<file path="config.mk">
export PLATFORM = sky130hd
export DESIGN_NAME = down_count_monitor
export DESIGN_NICKNAME = d
export VERILOG_FILES = /design/src/rtl/down_count_monitor.sv
export SDC_FILE = /design/constraint.sdc
export NUM_CORES = 1
export LEC_CHECK = 0
export ABC_CLOCK_PERIOD_IN_PS = 2300
export BUFFER_PORTS_ARGS = -buffer_cell sky130_fd_sc_hd__buf_2
export CAP_MARGIN = 10
export CORE_UTILIZATION = 45
export DETAILED_ROUTE_END_ITERATION = 6
export GPL_TIMING_DRIVEN = 1
export PLACE_DENSITY = 0.66
export SETUP_SLACK_MARGIN = 0.2
export SYNTH_ARGS = -nofsm -noshare
export SYNTH_HDL_FRONTEND = slang
export SYNTH_SLANG_ARGS = --single-unit
</file>
<file path="constraint.sdc">
create_clock -name CLK -period 2.3 [get_ports CLK]
set_input_delay 0.575 -clock CLK [delete_from_list [all_inputs] [get_ports CLK]]
set_output_delay 0.575 -clock CLK [all_outputs]
set_load 0.01 [all_outputs]
</file>
<file path="src/rtl/down_count_monitor.sv">
// ---------------------------------------------------------------------------
// down_count_monitor
//
// Watches the output of a down counter. The count may only hold or step down
// by one (mod 2^WIDTH). Illegal steps are flagged and latched, and a 0 -> max
// underflow wrap is counted. Every output is registered.
//
// Optional build macro:
//   DCM_WRAP_SAT_EN  wrap_count saturates at all-ones and raises wrap_sat.
//                    When undefined, wrap_count rolls over and wrap_sat is 0.
//
// Ports:
//   CLK         in   1            clock, rising edge
//   Reset       in   1            asynchronous reset, active low
//   en          in   1            monitor enable
//   clear       in   1            sync clear of wrap_count, err_sticky, FAULT
//   count_in    in   WIDTH        monitored counter value (synchronous to CLK)
//   wrap_pulse  out  1            one-cycle pulse per 0 -> max wrap
//   step_err    out  1            one-cycle pulse per illegal step
//   err_sticky  out  1            latched error, cleared by clear/reset
//   wrap_count  out  WRAP_CNT_W   number of wraps seen
//   wrap_sat    out  1            wrap_count saturated (saturating build only)
//   state       out  2            IDLE=00 ARM=01 TRACK=10 FAULT=11
//
// state | meaning
// IDLE  | disabled, nothing sampled
// ARM   | first sample captured, next sample is compared
// TRACK | comparing each sample against the previous one
// FAULT | illegal step seen, compares frozen until clear/reset
// ---------------------------------------------------------------------------
module down_count_monitor #(
    parameter int WIDTH      = 4,
    parameter int WRAP_CNT_W = 8
) (
    input  logic                  CLK,
    input  logic                  Reset,
    input  logic                  en,
    input  logic                  clear,
    input  logic [WIDTH-1:0]      count_in,
    output logic                  wrap_pulse,
    output logic                  step_err,
    output logic                  err_sticky,
    output logic [WRAP_CNT_W-1:0] wrap_count,
    output logic                  wrap_sat,
    output logic [1:0]            state
);

    typedef enum logic [1:0] {
        IDLE  = 2'b00,
        ARM   = 2'b01,
        TRACK = 2'b10,
        FAULT = 2'b11
    } state_t;

    state_t                  state_q, state_d;
    logic [WIDTH-1:0]        last_q, last_d;
    logic [WRAP_CNT_W-1:0]   wc_q, wc_d;
    logic                    sticky_q, sticky_d;
    logic                    wrap_q, wrap_d;
    logic                    err_q, err_d;

    logic [WIDTH-1:0]        last_dec;
    logic                    step_legal;
    logic                    step_wrap;

    assign last_dec   = last_q - 1'b1;
    assign step_legal = (count_in == last_q) || (count_in == last_dec);
    assign step_wrap  = (last_q == '0) && (count_in == '1);

`ifdef DCM_WRAP_SAT_EN
    logic sat_q, sat_d;
    assign wrap_sat = sat_q;
`else
    assign wrap_sat = 1'b0;
`endif

    always_ff @(posedge CLK or negedge Reset) begin
        if (!Reset) begin
            state_q  <= IDLE;
            last_q   <= '0;
            wc_q     <= '0;
            sticky_q <= 1'b0;
            wrap_q   <= 1'b0;
            err_q    <= 1'b0;
`ifdef DCM_WRAP_SAT_EN
            sat_q    <= 1'b0;
`endif
        end else begin
            state_q  <= state_d;
            last_q   <= last_d;
            wc_q     <= wc_d;
            sticky_q <= sticky_d;
            wrap_q   <= wrap_d;
            err_q    <= err_d;
`ifdef DCM_WRAP_SAT_EN
            sat_q    <= sat_d;
`endif
        end
    end

    always_comb begin
        state_d  = state_q;
        last_d   = last_q;
        wc_d     = wc_q;
        sticky_d = sticky_q;
        wrap_d   = 1'b0;
        err_d    = 1'b0;
`ifdef DCM_WRAP_SAT_EN
        sat_d    = sat_q;
`endif

        if (clear) begin
            wc_d     = '0;
            sticky_d = 1'b0;
`ifdef DCM_WRAP_SAT_EN
            sat_d    = 1'b0;
`endif
            // Capture here even when leaving FAULT so the ARM compare that
            // follows works against a fresh sample rather than a frozen one.
            if (en) begin
                state_d = ARM;
                last_d  = count_in;
            end else begin
                state_d = IDLE;
            end
        end else begin
            case (state_q)
                IDLE: begin
                    if (en) begin
                        state_d = ARM;
                        last_d  = count_in;
                    end
                end
                ARM, TRACK: begin
                    if (!en) begin
                        state_d = IDLE;
                    end else begin
                        last_d = count_in;
                        if (step_legal) begin
                            state_d = TRACK;
                            if (step_wrap) begin
                                wrap_d = 1'b1;
`ifdef DCM_WRAP_SAT_EN
                                if (wc_q == '1) begin
                                    sat_d = 1'b1;
                                end else begin
                                    wc_d = wc_q + 1'b1;
                                end
`else
                                wc_d = wc_q + 1'b1;
`endif
                            end
                        end else begin
                            state_d  = FAULT;
                            err_d    = 1'b1;
                            sticky_d = 1'b1;
                        end
                    end
                end
                default: begin
                    // FAULT: everything frozen until clear or reset
                end
            endcase
        end
    end

    assign wrap_pulse = wrap_q;
    assign step_err   = err_q;
    assign err_sticky = sticky_q;
    assign wrap_count = wc_q;
    assign state      = state_q;

endmodule
</file>
# Word-level counts from Yosys, hierarchy flattened
# Cells that the tools add are included.
# Widths: inputs -> output; s select.
[totals]
inputBits = 8
regBits = 17
word_cells = 57
[op_classes]
n_reduce_logical = 15
n_eq_ne = 7
addsub = 2
mux = 27
[op_table]
columns = ["op", "n"]
rows = [
  ["$mux 8", 5],
  ["$mux 1", 15],
  ["$mux 4", 3],
  ["$reduce_bool 2->1", 5],
  ["$add 8x1->8 const B", 1],
  ["$eq 4x4->1", 2],
  ["$mux 2", 3],
  ["$eq 4x4->1 const B", 1],
  ["$logic_not 4->1", 1],
  ["$pmux 2 s2", 1],
  ["$reduce_and 4->1", 1],
  ["$sub 4x1->4 const B", 1],
  ["$ne 3x3->1 const B", 1],
  ["$reduce_and 3->1", 1],
  ["$reduce_bool 3->1", 1],
  ["$reduce_or 3->1", 1],
  ["$eq 2x1->1 const B", 1],
  ["$eq 2x2->1 const B", 1],
  ["$logic_not 2->1", 1],
  ["$ne 2x2->1 const B", 1],
  ["$reduce_and 2->1", 1],
  ["$reduce_or 2->1", 1],
  ["$logic_and 1x1->1", 1],
  ["$logic_or 1x1->1", 1],
]

# Depth between registers and ports, before layout
# Gate-level depths: netlist of run 1.
[depth]
ltp_word = 7
mapped_depth = 7
mapped_depth_nobuf = 6

# Worst setup path after synthesis of run 1
# Ideal clock, no wire load.
[synth_path]
path_type = "register to register"
from = "reg state_q[0], in the netlist state[0]"
to = "reg wc_q[2], in the netlist wrap_count[2]"
n_path_buf = 1
setup_ps = 125
arrival_ps = 2084
path_slack_ps = 91
stages_incl_launch_ff = 8
period_less_slack_ps = 2209
cell_sequence = "dfrtp_1 > inv_1 > ha_1 > nand2_1 > or4_4 > clkbuf_8 > nor4_1 > mux2_2"
[synth_between]
elab_chain_len = 4
[synth_rtl]
columns = ["item", "line_no", "rtl"]
rows = [
  ["from (decl)", "55", "state_t state_q, state_d;"],
  ["from (signal assigned)", "89", "state_q <= state_d;"],
  ["$eq 2x1->1 / $eq 2x2->1 (equally long branches)", "127", "case (state_q)"],
  ["$reduce_or 2->1 (*)", "127", ""],
  ["$reduce_bool 2->1 (no source line) (*)", "--", ""],
  ["$reduce_and 4->1 (no source line) (*)", "--", ""],
  ["to (signal assigned)", "91", "wc_q <= wc_d;"],
  ["to (decl)", "57", "logic [WRAP_CNT_W-1:0] wc_q, wc_d;"],
]
# Every way passes the cells marked *; elsewhere a longest branch is shown, timed or not.
# A chain may end at the register's enable or synchronous reset.

# Final worst setup path of run 1
[layout_path]
from = "reg state_q[0], in the netlist state[0]"
to = "reg wc_q[7], in the netlist wrap_count[7]"
# The elaborated chain is that of the path after synthesis.

==> results of run 1 <==
[kinds of logic after synthesis]
family	Yosys count	share of synthesized area, %
and+or+nand+nor	43	23.3
DFF	17	38.4
AOI/OAI and AO/OA	13	7.79
buffers and inverters	13	7.00
muxes	10	10.2
xor gates and xnor gates	9	8.58
adders and majority gates	4	4.51
other	1	0.338
[sequential cells by signal (all words and copies together), names as in the netlist]
| name | count |
|---|---|
| wrap_count | 8 |
| step_err | 1 |
| err_sticky | 1 |
| wrap_pulse | 1 |
| last_q | 4 |
| state | 2 |
[cells in the final DEF (no fill, tap or decap), drive strengths merged, types with 2 or more instances in the layout]
| cell | instances |
|---|---|
| nand4 | 3 |
| nor4 | 7 |
| nor2 | 7 |
| mux2 | 10 |
| xor2 | 2 |
| a21oi | 5 |
| nand3 | 3 |
| nor2b | 6 |
| o21ai | 2 |
| nand2 | 3 |
| and4 | 2 |
| nor4b | 2 |
| nor3 | 2 |
| clkbuf | 3 |
| buf | 27 |
| ha | 4 |
| xnor2 | 6 |
| dfrtp | 17 |
| and3 | 2 |
| or4 | 3 |
| inv | 6 |
[power by group through the flow]
| stage | Combinational [mW] | Clock (mW) | Sequential [mW] |
|---|---|---|---|
| 3_5_place_dp | 0.387 | 0 | 0.378 |
| 3_3_place_gp | 0.371 | 0 | 0.378 |
| 4_1_cts | 0.398 | 0.171 | 0.372 |
| 2_1_floorplan | 0.274 | 0 | 0.386 |
| 6_report | 0.491 | 0.165 | 0.370 |
| 5_1_grt | 0.534 | 0.187 | 0.374 |
[worst max-delay path: stages, from the launching register on]
cell and delay (ns):
dfrtp_1 0.40, inv_2 0.07, ha_4 0.29, nand2_4 0.06, or4_4 0.61, nor4_4 0.28
mux2_4 0.32
[worst min-delay path by stage]
stage / from / endpoint / slack [ns] / cells after the start
detailed placement: Reset / wrap_count[3] / 0.52 / 1
global route: Reset / wrap_count[3] / 0.20 / 1
CTS: Reset / wrap_count[3] / 0.19 / 1
global placement: err_sticky / err_sticky / 0.51 / 2
finish: Reset / wrap_count[3] / 0.18 / 1
floorplan: Reset / err_sticky / 0.28 / 0
[layout make-up]
type	instances	area (um2)
fill	200	882
multi-input combinational	81	729
sequential	17	427
timing repair buffer	27	153
tap	28	35.0
clock buffer	3	22.5
inverter	6	22.5
clock inverter	1	5.00
[repair_timing]
item	CTS	global route
gates resized for setup	1	9
gates cloned	0	1
buffers inserted	1	3
endpoints found under the setup margin	4	8
pin swaps	0	4
[per-layer routing]
layer | track usage [%] | wire length [um] | up-vias
met3 | 2.34 | 74 | 2
met5 | 0 | 0 | -
li1 | - | - | 445
met1 | 25.3 | 1120 | 434
met2 | 29.9 | 1130 | 19
met4 | 8.11 | 16 | 0
==> results.md, run 1 <==
- Clk slew on worst S/H paths: 0.11 ns
- Net Sw Frac: 38.8%
- Aggregate routed wire length: 2340 um
- Sequential Power Share: 36.0%
- Pre-CTS setup slack: -0.0887 ns
- Buffers on Ports: 20
- Post-Syn Instances: 110
- WS Path Type: flop to flop
- Largest net degree at the start of global routing: 23
- Residual DRC: 0
- Capturing point of the worst reg2reg path: wrap_count[7]
- First-pass GRT wire length: 3670 um
- Relative slew slack: 44.4%
- DP Wirelength: 1630 um
- Max_cap viols: 0
- Design Power: 1.03 mW
- Worst reg2reg path startpoint: state[0]
- Final Critical Period: 2.12 ns
- Fin crit share: 92.0%
- Diode count: 0
- Skew-Pair Late Insertion Delay: 0.29 ns
- Ports: 22
- Avg Vias per Cell: 5.52
- Outcome: complete, no violations
- Pleak: 0.625 nW
- Clk_skew: 0.0113 ns
- Inserted Clock Buffers: 3
- Distinct cell type count after synthesis: 36
- CTS tree: built
- Worst min path class: input pin to async pin
- Synth Cell Area: 0.00111 mm2
- Reg2reg setup slack: 0.18 ns
- Maximum vdd ir drop: 0.516 mV
- Vias in the first global route: 808
- # nets final: 148
- CORE AREA: 0.00228 mm2
- Main synth FF type: dfrtp_1
- EDFF count, synth: 0
- Register area share after synthesis: 38.4%
- Starting Density: 48.7%
- RePlAce Congestion: 0.738
- Synth top cells by count: dfrtp_1 (17), mux2_2 (10), nor2_1 (7), nor4_1 (7)
- Count leader, synth: dfrtp_1
- Endpoints failing setup: 0
- End point of the critical path: wrap_count[7]
- R2R depth: 6
- Syn-to-layout area delta: 25.7%
- Crit path DAT: 2.31 ns
- Iter 0 DRT Violations: 7
- Startpoint Class: flop
- Max clock buf depth: 2
- Die Height: 51.6 um
- H-Tree Depth: 1
- Total track usage: 18.7%
- Synth top area share: 38.4%
- CTS Hold Buffers Added: 0
- Row count: 17
- Placed cells: 154
- Final Util: 61.2%
- Filler-free cell count of the finished design: 163
- Worst Setup End Kind: flop
- Final ANT Viol Nets: 0
- Setup WS post-layout: 0.185 ns
- Pint: 628 uW
- GR Overflow Total: 0
- Worst Hold Slack: 0.175 ns
- Syn_area_per_cell: 10.1 um2
- DR pass1 iterations: 4
- Final hold vios: 0
- RSZ-0062 raised after global routing: true
- Clk pwr share: 16.1%
- Wirelength per Cell: 14.4 um
- Largest area contributor in the netlist: dfrtp_1
- Critical path launch point: state[0]
- Highest fanout seen on the critical path: 6
- Pwr dens: 737 mW/mm2
- Synthesis-stage register bit count: 17
- Slew Limit Fails: 0
- Warnings, synthesis: 0
- Layout cell share with drive strength beyond 1: 44.4%
- Combinational power share: 47.9%
- Setup_tns: 0 ns
- Post-DP Area: 0.00126 mm2
- Slew @ Worst Pin: 0.830 ns
- Detailed-route via count: 900
- Final Cell Area: 0.00139 mm2
- Initial antenna violation count: 0
- Die footprint: 0.00267 mm2
- Top cells by area, synth: dfrtp_1 (38%), mux2_2 (10%), xnor2_1 (4.7%)
- Data required, critical path: 2.49 ns
- Ys async rst share: 100%
- F_max: 473 MHz
- Horiz. Die Dim: 51.6 um
- NetSw: 399 uW
- Root Driver: clkbuf_4
- Syn Nets: 122
- CTS Sinks: 17
Power figures use the tool's default switching activity.
==> run 2: changes to the inputs <==
==> constraint.sdc (replaced) <==
create_clock -name CLK -period 2.3 [get_ports CLK]
set_input_delay 0.23 -clock CLK [delete_from_list [all_inputs] [get_ports CLK]]
set_output_delay 0.23 -clock CLK [all_outputs]
set_load 0.01 [all_outputs]
==> run 2 against run 1 <==
Count of clock-buffer cells in the layout grew 1. Cell count grew 2.5%. Worst hold slack gained 0.043 ns. Sequential power is essentially flat. Wire length grew 6.1%. Critical endpoint is now wrap_count[6]. Highest routed layer unchanged.
==> results.md, run 2 (synthesis results as in run 1) <==
- Most frequent cells in the layout: buf_2 (20), dfrtp_1 (16), buf_4 (10)
- Ports: 22
- Layout cell share with drive strength beyond 1: 44.6%
- CTS tree: built
- Clk_skew: 0.00531 ns
- Die footprint: 0.00267 mm2
- RSZ-0062 raised after global routing: true
- Skew-Pair Late Insertion Delay: 0.30 ns
- Pwr dens: 756 mW/mm2
- Aggregate routed wire length: 2480 um
- Setup_tns: 0 ns
- Initial antenna violation count: 0
- Vias in the first global route: 841
- Inserted Clock Buffers: 3
- Buffers on Ports: 20
- End point of the critical path: wrap_count[6]
- Fin crit share: 94.2%
- Most common cell after layout, fill and taps aside: buf_2
- Diode count: 0
- Total track usage: 20.4%
- Capturing point of the worst reg2reg path: wrap_count[6]
- Slew Limit Fails: 0
- Detailed-route via count: 942
- Clk pwr share: 15.6%
- R2R depth: 6
- First-pass GRT wire length: 3930 um
- Max reg flops: 8
- RePlAce Congestion: 0.738
- Endpoints failing setup: 0
- Avg Vias per Cell: 5.64
- Final Cell Area: 0.00146 mm2
- CORE AREA: 0.00228 mm2
- Worst reg2reg path startpoint: state[0]
- Startpoint Class: flop
- Reg2reg setup slack: 0.13 ns
- F_max: 462 MHz
- Iter 0 DRT Violations: 23
- H-Tree Depth: 1
- DP Wirelength: 1630 um
- Net Sw Frac: 39.1%
- Area of the multi-input gates: 763 um2
- Wirelength per Cell: 14.9 um
- Post-DP Area: 0.00125 mm2
- Reg area: 427 um2
- Crit path DAT: 2.36 ns
- Worst Setup End Kind: flop
- GR Overflow Total: 0
- Syn-to-layout area delta: 31.6%
- Maximum vdd ir drop: 0.670 mV
- Final Util: 64.1%
- WS Path Type: flop to flop
- Final hold vios: 0
- Pint: 671 uW
- Max_cap viols: 0
- Relative slew slack: 57.4%
- Final Critical Period: 2.17 ns
- Die Height: 51.6 um
- Horiz. Die Dim: 51.6 um
- DR pass1 iterations: 4
- FILL cells: 175
- Worst min path class: input pin to flop
- Final ANT Viol Nets: 0
- Critical path launch point: state[0]
- Design Power: 1.10 mW
- Starting Density: 48.7%
- Clk slew on worst S/H paths: 0.11 ns
- Slew @ Worst Pin: 0.632 ns
- Root Driver: clkbuf_4
- Row count: 17
- Sequential Power Share: 33.5%
- CTS Sinks: 17
- Highest fanout seen on the critical path: 6
- Combinational power share: 50.9%
- Max clock buf depth: 2
- Residual DRC: 0
- Largest net degree at the start of global routing: 23
- Outcome: complete, no violations
- # nets final: 152
- Data required, critical path: 2.50 ns
- NetSw: 431 uW
- Pleak: 0.657 nW
-- run 2: changes by cell type in the layout (fill, tap and decap cells not counted) --
cell / previous run / this run
clkbuf_1: 0 / 1
xnor2_2: 1 / 0
ha_4: 2 / 1
nor3_1: 2 / 1
ha_1: 2 / 3
mux2_4: 1 / 2
buf_4: 7 / 10
nor4_2: 3 / 0
dlygate4sd3_1: 0 / 1
nor3_2: 0 / 1
mux2_2: 9 / 8
clkinv_2: 1 / 0
nor4_4: 3 / 6
xnor2_4: 0 / 1
-- run 2: power groups by stage --
stage / Sequential (mW) / Combinational [mW] / Clock [mW]
after floorplan: 0.386 / 0.273 / 0
after global placement: 0.377 / 0.371 / 0
after detailed placement: 0.378 / 0.382 / 0
after CTS: 0.370 / 0.399 / 0.173
after global routing: 0.374 / 0.606 / 0.185
final: 0.369 / 0.561 / 0.172
-- run 2: layout make-up --
| type | instances | share of cell area [%] |
|---|---|---|
| flip-flops and latches | 17 | 29.2 |
| clock buffers | 4 | 1.80 |
| repair buffers | 31 | 12.7 |
| inverters | 6 | 1.54 |
| well taps | 28 | 2.40 |
| multi-input cells | 81 | 52.3 |
-- run 2: repair_timing --
action / in CTS / in global routing
endpoints found under the setup margin: 9 / 8
buffers inserted: 1 / 7
gates cloned: 0 / 1
hold buffers: 1 / 0
pin swaps: 0 / 8
resized for setup: 1 / 14
hold endpoints to repair: 17 / 0
-- run 2: critical path, stage by stage, from the launching register on --
cell and delay [ns]:
dfrtp_1 0.40, inv_2 0.07, ha_4 0.29, nand2_4 0.05
or4_4 0.63, nor4_4 0.29, mux2_4 0.33
-- run 2: layer usage --
| metal | up-vias | track usage (%) | part of all wire (%) |
|---|---|---|---|
| met5 | - | 0 | 0 |
| met3 | 5 | 3.80 | 3.3 |
| met1 | 458 | 27.1 | 46 |
| met2 | 20 | 31.8 | 49 |
| met4 | 0 | 9.46 | 1.5 |
| li1 | 459 | - | - |
-- run 2: through the flow --
stage,worst slack (ns),cells,hold WS (ns)
floorplan,0.172,110,-0.0656
global placement,0.204,153,0.178
detailed placement,0.160,153,0.179
CTS,0.143,159,0.209
global route,0.0772,167,0.218
finish,0.134,167,0.218
-- run 2: how the worst min path moves through the flow --
stage / start / end / slack, ns / cells past startpoint
5_1_grt: count_in[2] / last_q[2] / 0.22 / 2
3_5_place_dp: Reset / wrap_count[3] / 0.18 / 1
4_1_cts: count_in[3] / last_q[3] / 0.21 / 2
2_1_floorplan: Reset / err_sticky / -0.07 / 0
3_3_place_gp: Reset / wrap_count[3] / 0.18 / 1
6_report: count_in[3] / last_q[3] / 0.22 / 2
